[config.mk]
export PLATFORM = sky130hd
export DESIGN_NAME = wb_mac_array
export DESIGN_NICKNAME = d
export VERILOG_FILES = /design/src/rtl/wb_mac_pkg.sv /design/src/rtl/wb_mac_array_dac.sv /design/src/rtl/wb_mac_array.sv
export SDC_FILE = /design/constraint.sdc
export NUM_CORES = 2
export LEC_CHECK = 0
export ABC_AREA = 1
export CAP_MARGIN = 5
export CORE_UTILIZATION = 55
export CTS_CLUSTER_SIZE = 20
export DETAILED_ROUTE_END_ITERATION = 6
export PLACE_DENSITY_LB_ADDON = 0.15
export SETUP_SLACK_MARGIN = 0.1
export SYNTH_ARGS = -nofsm -noshare
export SYNTH_HDL_FRONTEND = slang
export SYNTH_HIERARCHICAL = 1
export SYNTH_SLANG_ARGS = --single-unit
[constraint.sdc]
create_clock -name wb_clk_i -period 15.6 [get_ports wb_clk_i]
set_input_delay 3.12 -clock wb_clk_i [delete_from_list [all_inputs] [get_ports wb_clk_i]]
set_output_delay 3.12 -clock wb_clk_i [all_outputs]
set_load 0.01 [all_outputs]
[src/rtl/wb_mac_pkg.sv]
// wb_mac_pkg: register offsets, CTRL/STATUS bit positions, sequencer states and lowest-set-bit helper
package wb_mac_pkg;
  localparam logic [4:0] OFF_A = 5'h00, OFF_B = 5'h04, OFF_PL = 5'h08, OFF_PH = 5'h0C, OFF_CTRL = 5'h10;
  localparam logic [31:0] ADR_CMD = 32'h100, ADR_STATUS = 32'h104, ADR_IO = 32'h108;
  localparam int CTRL_SIGNED = 0, CTRL_SAT = 1, CTRL_SUB = 2;
  localparam int ST_BUSY = 0, ST_DROP = 1, ST_OVF = 8;
  typedef enum logic [1:0] {S_IDLE, S_MUL, S_ACC} seq_state_t;
  function automatic logic [2:0] first_set(input logic [7:0] m);
    logic [2:0] r;
    r = 3'd0;
    for (int i = 7; i >= 0; i--) if (m[i]) r = 3'(i);
    return r;
  endfunction
endpackage

[src/rtl/wb_mac_array_dac.sv]
// sd_dac_channel: first-order sigma-delta DAC; din accumulated each cycle, dout is the registered carry-out
module sd_dac_channel #(
  parameter int DAC_W = 16
) (
  input  logic             wb_clk_i,
  input  logic             wb_rst_i,
  input  logic [DAC_W-1:0] din,
  output logic             dout
);
  logic [DAC_W-1:0] acc;
  logic [DAC_W:0] sum;
  assign sum = {1'b0, acc} + {1'b0, din};
  always_ff @(posedge wb_clk_i) begin
    if (wb_rst_i) begin
      acc <= '0;
      dout <= 1'b0;
    end else begin
      acc <= sum[DAC_W-1:0];
      dout <= sum[DAC_W];
    end
  end
endmodule

[src/rtl/wb_mac_array.sv]
// wb_mac_array: Wishbone MAC array (shared multiplier, per-channel A/B/P/CTRL, CMD/STATUS) plus sigma-delta DACs on io_out from la_data_in
module wb_mac_array
  import wb_mac_pkg::*;
#(
  parameter int CHANNELS = 4,
  parameter int A_W = 25,
  parameter int B_W = 18,
  parameter int P_W = 48,
  parameter int DAC_CH = 8,
  parameter int DAC_W = 16
) (
  input  logic         wb_clk_i,
  input  logic         wb_rst_i,
  input  logic         wb_CYC,
  input  logic         wb_STB,
  input  logic         wb_WE,
  output logic         wb_ACK,
  input  logic [31:0]  wb_ADR,
  input  logic [31:0]  wb_DAT_MOSI,
  output logic [31:0]  wb_DAT_MISO,
  input  logic         wb_SEL,
  input  logic [127:0] la_data_in,
  input  logic [37:0]  io_in,
  output logic [37:0]  io_out,
  output logic [37:0]  io_oeb
);
  localparam int M = A_W + B_W;
  logic [A_W-1:0] a [CHANNELS];
  logic [B_W-1:0] b [CHANNELS];
  logic [P_W-1:0] p [CHANNELS];
  logic [2:0] ctrl [CHANNELS];
  logic [CHANNELS-1:0] ovf;
  logic wr_drop;
  seq_state_t state, nxt;
  logic [2:0] ch, ch_nxt;
  logic [7:0] mask, mask_nxt, rem, cmd_mask;
  logic [M-1:0] prod, prod_u;
  logic signed [M-1:0] prod_s;
  logic [A_W-1:0] mul_a;
  logic [B_W-1:0] mul_b;
  logic [P_W-1:0] p_cur, p_new, sat_val;
  logic [P_W+1:0] pe, me, sum;
  logic sgn, sat, sub, ov;
  logic [4:0] off;
  logic wr, busy, ch_space, reg_hit, ch_wr, cmd_wr, st_wr, drop, start;
  logic [31:0] status;
  logic unused_ok;
  assign unused_ok = ^{wb_SEL, io_in[37:32], la_data_in};
  assign off = wb_ADR[4:0];
  assign wr = wb_CYC & wb_STB & wb_WE & wb_ACK;
  assign busy = state != S_IDLE;
  assign ch_space = wb_ADR[31:8] == 24'd0 && int'(wb_ADR[7:5]) < CHANNELS;
  assign reg_hit = off == OFF_A || off == OFF_B || off == OFF_PL || off == OFF_PH || off == OFF_CTRL;
  assign ch_wr = wr & ch_space & reg_hit;
  assign cmd_wr = wr && wb_ADR == ADR_CMD;
  assign st_wr = wr && wb_ADR == ADR_STATUS;
  assign drop = busy & (cmd_wr | ch_wr);
  assign cmd_mask = 8'(wb_DAT_MOSI[CHANNELS-1:0]);
  assign start = cmd_wr & ~busy & |cmd_mask;
  assign status = {16'd0, 8'(ovf), 6'd0, wr_drop, busy};
  always_comb begin
    nxt = state;
    ch_nxt = ch;
    mask_nxt = mask;
    rem = mask & ~(8'd1 << ch);
    case (state)
      S_IDLE: if (start) begin
        nxt = S_MUL;
        mask_nxt = cmd_mask;
        ch_nxt = first_set(cmd_mask);
      end
      S_MUL: nxt = S_ACC;
      S_ACC: begin
        nxt = |rem ? S_MUL : S_IDLE;
        mask_nxt = rem;
        ch_nxt = first_set(rem);
      end
      default: nxt = S_IDLE;
    endcase
  end
  always_comb begin
    mul_a = '0;
    mul_b = '0;
    p_cur = '0;
    sgn = 1'b0;
    sat = 1'b0;
    sub = 1'b0;
    for (int c = 0; c < CHANNELS; c++) if (ch == 3'(c)) begin
      mul_a = a[c];
      mul_b = b[c];
      p_cur = p[c];
      sgn = ctrl[c][CTRL_SIGNED];
      sat = ctrl[c][CTRL_SAT];
      sub = ctrl[c][CTRL_SUB];
    end
  end
  assign prod_s = $signed({{B_W{mul_a[A_W-1]}}, mul_a}) * $signed({{A_W{mul_b[B_W-1]}}, mul_b});
  assign prod_u = {{B_W{1'b0}}, mul_a} * {{A_W{1'b0}}, mul_b};
  // Two guard bits hold any P +/- product exactly, so range checks are just top-bit comparisons.
  assign pe = sgn ? {{2{p_cur[P_W-1]}}, p_cur} : {2'b00, p_cur};
  assign me = sgn ? {{(P_W+2-M){prod[M-1]}}, prod} : {{(P_W+2-M){1'b0}}, prod};
  assign sum = sub ? pe - me : pe + me;
  assign ov = sgn ? !(sum[P_W+1:P_W-1] == 3'b000 || sum[P_W+1:P_W-1] == 3'b111) : |sum[P_W+1:P_W];
  assign sat_val = sgn ? (sum[P_W+1] ? {1'b1, {(P_W-1){1'b0}}} : {1'b0, {(P_W-1){1'b1}}})
                       : (sum[P_W+1] ? {P_W{1'b0}} : {P_W{1'b1}});
  assign p_new = (ov & sat) ? sat_val : sum[P_W-1:0];
  always_comb begin
    wb_DAT_MISO = wb_ADR == ADR_STATUS ? status : wb_ADR == ADR_IO ? io_in[31:0] : 32'd0;
    for (int c = 0; c < CHANNELS; c++) if (ch_space && wb_ADR[7:5] == 3'(c))
      wb_DAT_MISO = off == OFF_A ? 32'(a[c]) : off == OFF_B ? 32'(b[c]) :
                    off == OFF_PL ? 32'(p[c]) : off == OFF_PH ? 32'(64'(p[c]) >> 32) :
                    off == OFF_CTRL ? 32'(ctrl[c]) : 32'd0;
  end
  always_ff @(posedge wb_clk_i) begin
    if (wb_rst_i) begin
      for (int c = 0; c < CHANNELS; c++) begin
        a[c] <= '0;
        b[c] <= '0;
        p[c] <= '0;
        ctrl[c] <= '0;
      end
      ovf <= '0;
      wr_drop <= 1'b0;
      prod <= '0;
      state <= S_IDLE;
      ch <= '0;
      mask <= '0;
      wb_ACK <= 1'b0;
    end else begin
      wb_ACK <= wb_CYC & wb_STB & ~wb_ACK;
      state <= nxt;
      ch <= ch_nxt;
      mask <= mask_nxt;
      if (state == S_MUL) prod <= sgn ? prod_s : prod_u;
      wr_drop <= drop | (wr_drop & ~(st_wr & wb_DAT_MOSI[ST_DROP]));
      for (int c = 0; c < CHANNELS; c++) begin
        if (ch_wr && !busy && wb_ADR[7:5] == 3'(c)) begin
          if (off == OFF_A) a[c] <= wb_DAT_MOSI[A_W-1:0];
          if (off == OFF_B) b[c] <= wb_DAT_MOSI[B_W-1:0];
          if (off == OFF_PL) p[c] <= P_W'({32'(64'(p[c]) >> 32), wb_DAT_MOSI});
          if (off == OFF_PH) p[c] <= P_W'({wb_DAT_MOSI, 32'(p[c])});
          if (off == OFF_CTRL) ctrl[c] <= wb_DAT_MOSI[2:0];
        end
        if (state == S_ACC && ch == 3'(c)) p[c] <= p_new;
        ovf[c] <= (ovf[c] & ~(st_wr & wb_DAT_MOSI[ST_OVF+c])) | (state == S_ACC && ch == 3'(c) && ov);
      end
    end
  end
  for (genvar g = 0; g < 38; g++) begin : g_io
    if (g < DAC_CH) begin : g_dac
      sd_dac_channel #(.DAC_W(DAC_W)) u_dac (
        .wb_clk_i(wb_clk_i),
        .wb_rst_i(wb_rst_i),
        .din(la_data_in[g*DAC_W +: DAC_W]),
        .dout(io_out[g])
      );
      assign io_oeb[g] = 1'b0;
    end else begin : g_off
      assign io_out[g] = 1'b0;
      assign io_oeb[g] = 1'b1;
    end
  end
endmodule

==> flow_summary.ini <==
[status]
status = finished, violations left
violations = DRC

[placement]
dp_slack_ns = 4.43
place_congestion = 1.03
place.port_buffers = 269
dp.cells = 10200
dp_hpwl_mm = 172

[setup_path]
crit_path_max_fanout = 57
critPathLaunch = wb_ADR[4]
cp.depth = 14
cp-endpoint = wb_DAT_MISO[4]
r2r_cells = 32
rrSetupSlack_ns = 5.86
crit_chain = clkdlybuf4s50_1 -> inv_1 -> nand2_1 -> nor2_1 -> nand2_2 -> inv_2 -> buf_4 -> a21oi_1 -> o2111ai_1 -> nand2_1 -> nand2_1 -> a21oi_1 -> a21oi_1 -> clkdlybuf4s50_1
endpoint_kind = primary output
critPathTopFamily = buffers and inverters
cp_num_buf_inv = 5
slowest_stage = nor2_1
timing.rr.end = prod[39]
worstSetupPathType = in -> out
arrival_ns = 8.34
reg2reg_from = ch[1]
cp.required_ns = 12.48
start_kind = input pin
max_stage_delay_ns = 0.88

[logic_synthesis]
yosysWarningCount = 6
synth_most_common_cell = nand2_1
yosys.area.top_type = fa_1
ys_types = 60
synthTopCellsByArea = fa_1 (20%), edfxtp_1 (18%), nand2_1 (14%)
ys_ff_latch = 574
synth_top_area_frac = 0.196
synthArstFlopShare = 0
synth_common_cells = nand2_1 (2295), inv_1 (1713), nor2_1 (726), fa_1 (622), a21oi_1 (507)
netlist_area_um2 = 63600
synth.avg_cell_area_um2 = 7.38
yosysSeqAreaShare = 0.240
synthFlopType = edfxtp_1
synth_edf_count = 376
netlist_instances = 8616

[cells_and_area]
nFillCells = 10500
drive_gt1_frac = 0.0476
instances_no_fill = 10300
fin_nets = 9988
syn_to_final_growth_pct = 10.0
final_util = 0.611

[sta]
relSlewSlack = 0.130
setup_viol = 0
timing.hold.ws_ns = 0.451
hold_viol = 0
max_freq_ghz = 0.0872
worstMarginPinSlew_ns = 1.30
fin_crit_ns = 11.46
fin_skew_ns = 0.0450
fin_ws_ns = 4.14
rsz0062_at_grt = false
setup_tns_ns = 0
final_max_slew_viol_count = 0
fin_crit_sh = 0.735

[routing]
routed_via_density = 5.76
post_drt_wl_per_cell_um = 22.2
drtPass1Iterations = 7
routed_wl_mm = 230
vias = 59600
drt_iter0_markers = 6057
drc = 51
drtAntennaViolNets = 0

[power_and_ir_drop]
pwr-share-comb = 0.564
pwr-share-clk = 0.207
p_switching_mw = 3.70
p_leak_nw = 34.6
sw_frac_of_total = 0.467
seqPwrFrac = 0.229
p_per_area_nw_per_um2 = 113
cell_internal_pwr_mw = 4.21
ir_worst_vdd_mv = 0.106

[clock_tree]
clkSinkCount = 574
root_buffer = clkbuf_16
ctsHtreeMaxLevel = 3
cts_buffers = 69
clock_latency_ns = 0.68
cts.repair.resized = 0
postCtsHoldBufs = 0
cts_setup_buffers = 0
cts_tree = built
cts_buffer_depth = 3
clkTransAtPathRegs_ns = 0.06

[grt]
grt_pass1_vias = 58700
grt_use_total = 0.392
antenna_found_initial = 12
grt_overflow = 0
grt_max_degree = 92
grt_pass1_wl_mm = 345

[floorplanning]
fp.dieH_um = 342
io_pins = 345
initial_core_util = 0.555
rows = 124
die_x_um = 342
dieArea_um2 = 117000
core_area_um2 = 115000

[run]
drv_cap = 0

[worst_hold_path]
hp-class = reg -> reg
[per-stage QoR]
step                area [µm²]  total power [mW]
floorplan                63800              4.95
global placement         67700              6.13
detailed placement       67700              6.20
CTS                      69900              7.85
global route             69900              8.51
finish                   70000              7.91
[power groups by stage]
stage / combinational (mW) / clock (mW) / sequential [mW]
6_report: 4.46 / 1.64 / 1.81
5_1_grt: 4.99 / 1.70 / 1.82
4_1_cts: 4.40 / 1.64 / 1.81
3_5_place_dp: 4.36 / 0 / 1.84
3_3_place_gp: 4.30 / 0 / 1.83
2_1_floorplan: 3.13 / 0 / 1.82
[worst min-delay path: stages (launching register included)]
cell and delay (ns):
dfxtp_1 0.31, nand2_1 0.06, a21oi_1 0.04
[cell families (layout without fill, tap and decap cells)]
group	after synthesis	count (layout)	synth area share
xor gates and xnor gates	121	121	0.0167
adders and majority gates	991	991	0.268
other	2	79	0.000118
AOI/OAI and AO/OA	1235	1235	0.113
buffers and inverters	2108	2242	0.130
DFF	574	574	0.240
and+or+nand+nor	3585	3585	0.232
[flip-flops by register name, indices dropped and copies added, names as in the netlist]
| signal | count |
|---|---|
| p | 192 |
| g_io.g_dac.u_dac/acc | 128 |
| a | 100 |
| b | 72 |
| prod | 43 |
| ctrl | 12 |
| g_io.g_dac.u_dac/dout | 8 |
| mask | 8 |
| ovf | 4 |
| ch | 3 |
| state | 2 |
| wb_ACK | 1 |
| wr_drop | 1 |
[how the worst min path moves through the flow]
stage / slack [ns] / endpoint / depth (start not counted) / from
floorplan: 0.42 / mask[4] / 2 / mask[4]
global placement: 0.43 / wb_ACK / 1 / wb_ACK
detailed placement: 0.43 / mask[5] / 2 / mask[5]
CTS: 0.45 / mask[5] / 2 / mask[5]
global route: 0.46 / mask[4] / 2 / mask[4]
finish: 0.45 / mask[6] / 2 / mask[6]
[cell usage in the layout (no fill, tap or decap), types with 18 or more instances in the layout]
cell / count
ha_1: 369
conb_1: 68
nor2_1: 718
a21o_1: 24
or2_2: 22
inv_2: 37
nand2_2: 61
inv_1: 1706
a22oi_1: 18
clkbuf_16: 69
clkdlybuf4s50_1: 268
nor3_2: 24
dfxtp_1: 198
nand3_2: 20
o22ai_1: 51
fa_1: 622
nand2_1: 2293
o21ai_0: 360
a31oi_1: 36
a21oi_1: 504
nand3b_1: 20
buf_4: 95
a221oi_1: 27
nand3_1: 259
o211ai_1: 57
nor3_1: 30
o221ai_1: 18
xor2_1: 77
xnor2_1: 44
nand4_1: 65
o2111ai_1: 33
edfxtp_1: 376
[layer usage]
metal | global-route usage | wire length, µm
met2 | 0.615 | 102000
met4 | 0.256 | 17400
met5 | 0 | 23
met1 | 0.491 | 86700
met3 | 0.0799 | 24000
[cell type report]
type,count,area (µm²),area share
diodes,11,27.5,0.000393
multi-input cells,6000,40500,0.580
clock buffers,86,1810,0.0259
inverters,1752,6580,0.0940
clock inverters,40,435,0.00622
flip-flops and latches,574,15300,0.218
well taps,1512,1890,0.0270
repair buffers,364,3420,0.0488
No activity file was read; power rests on OpenSTA's default activity.
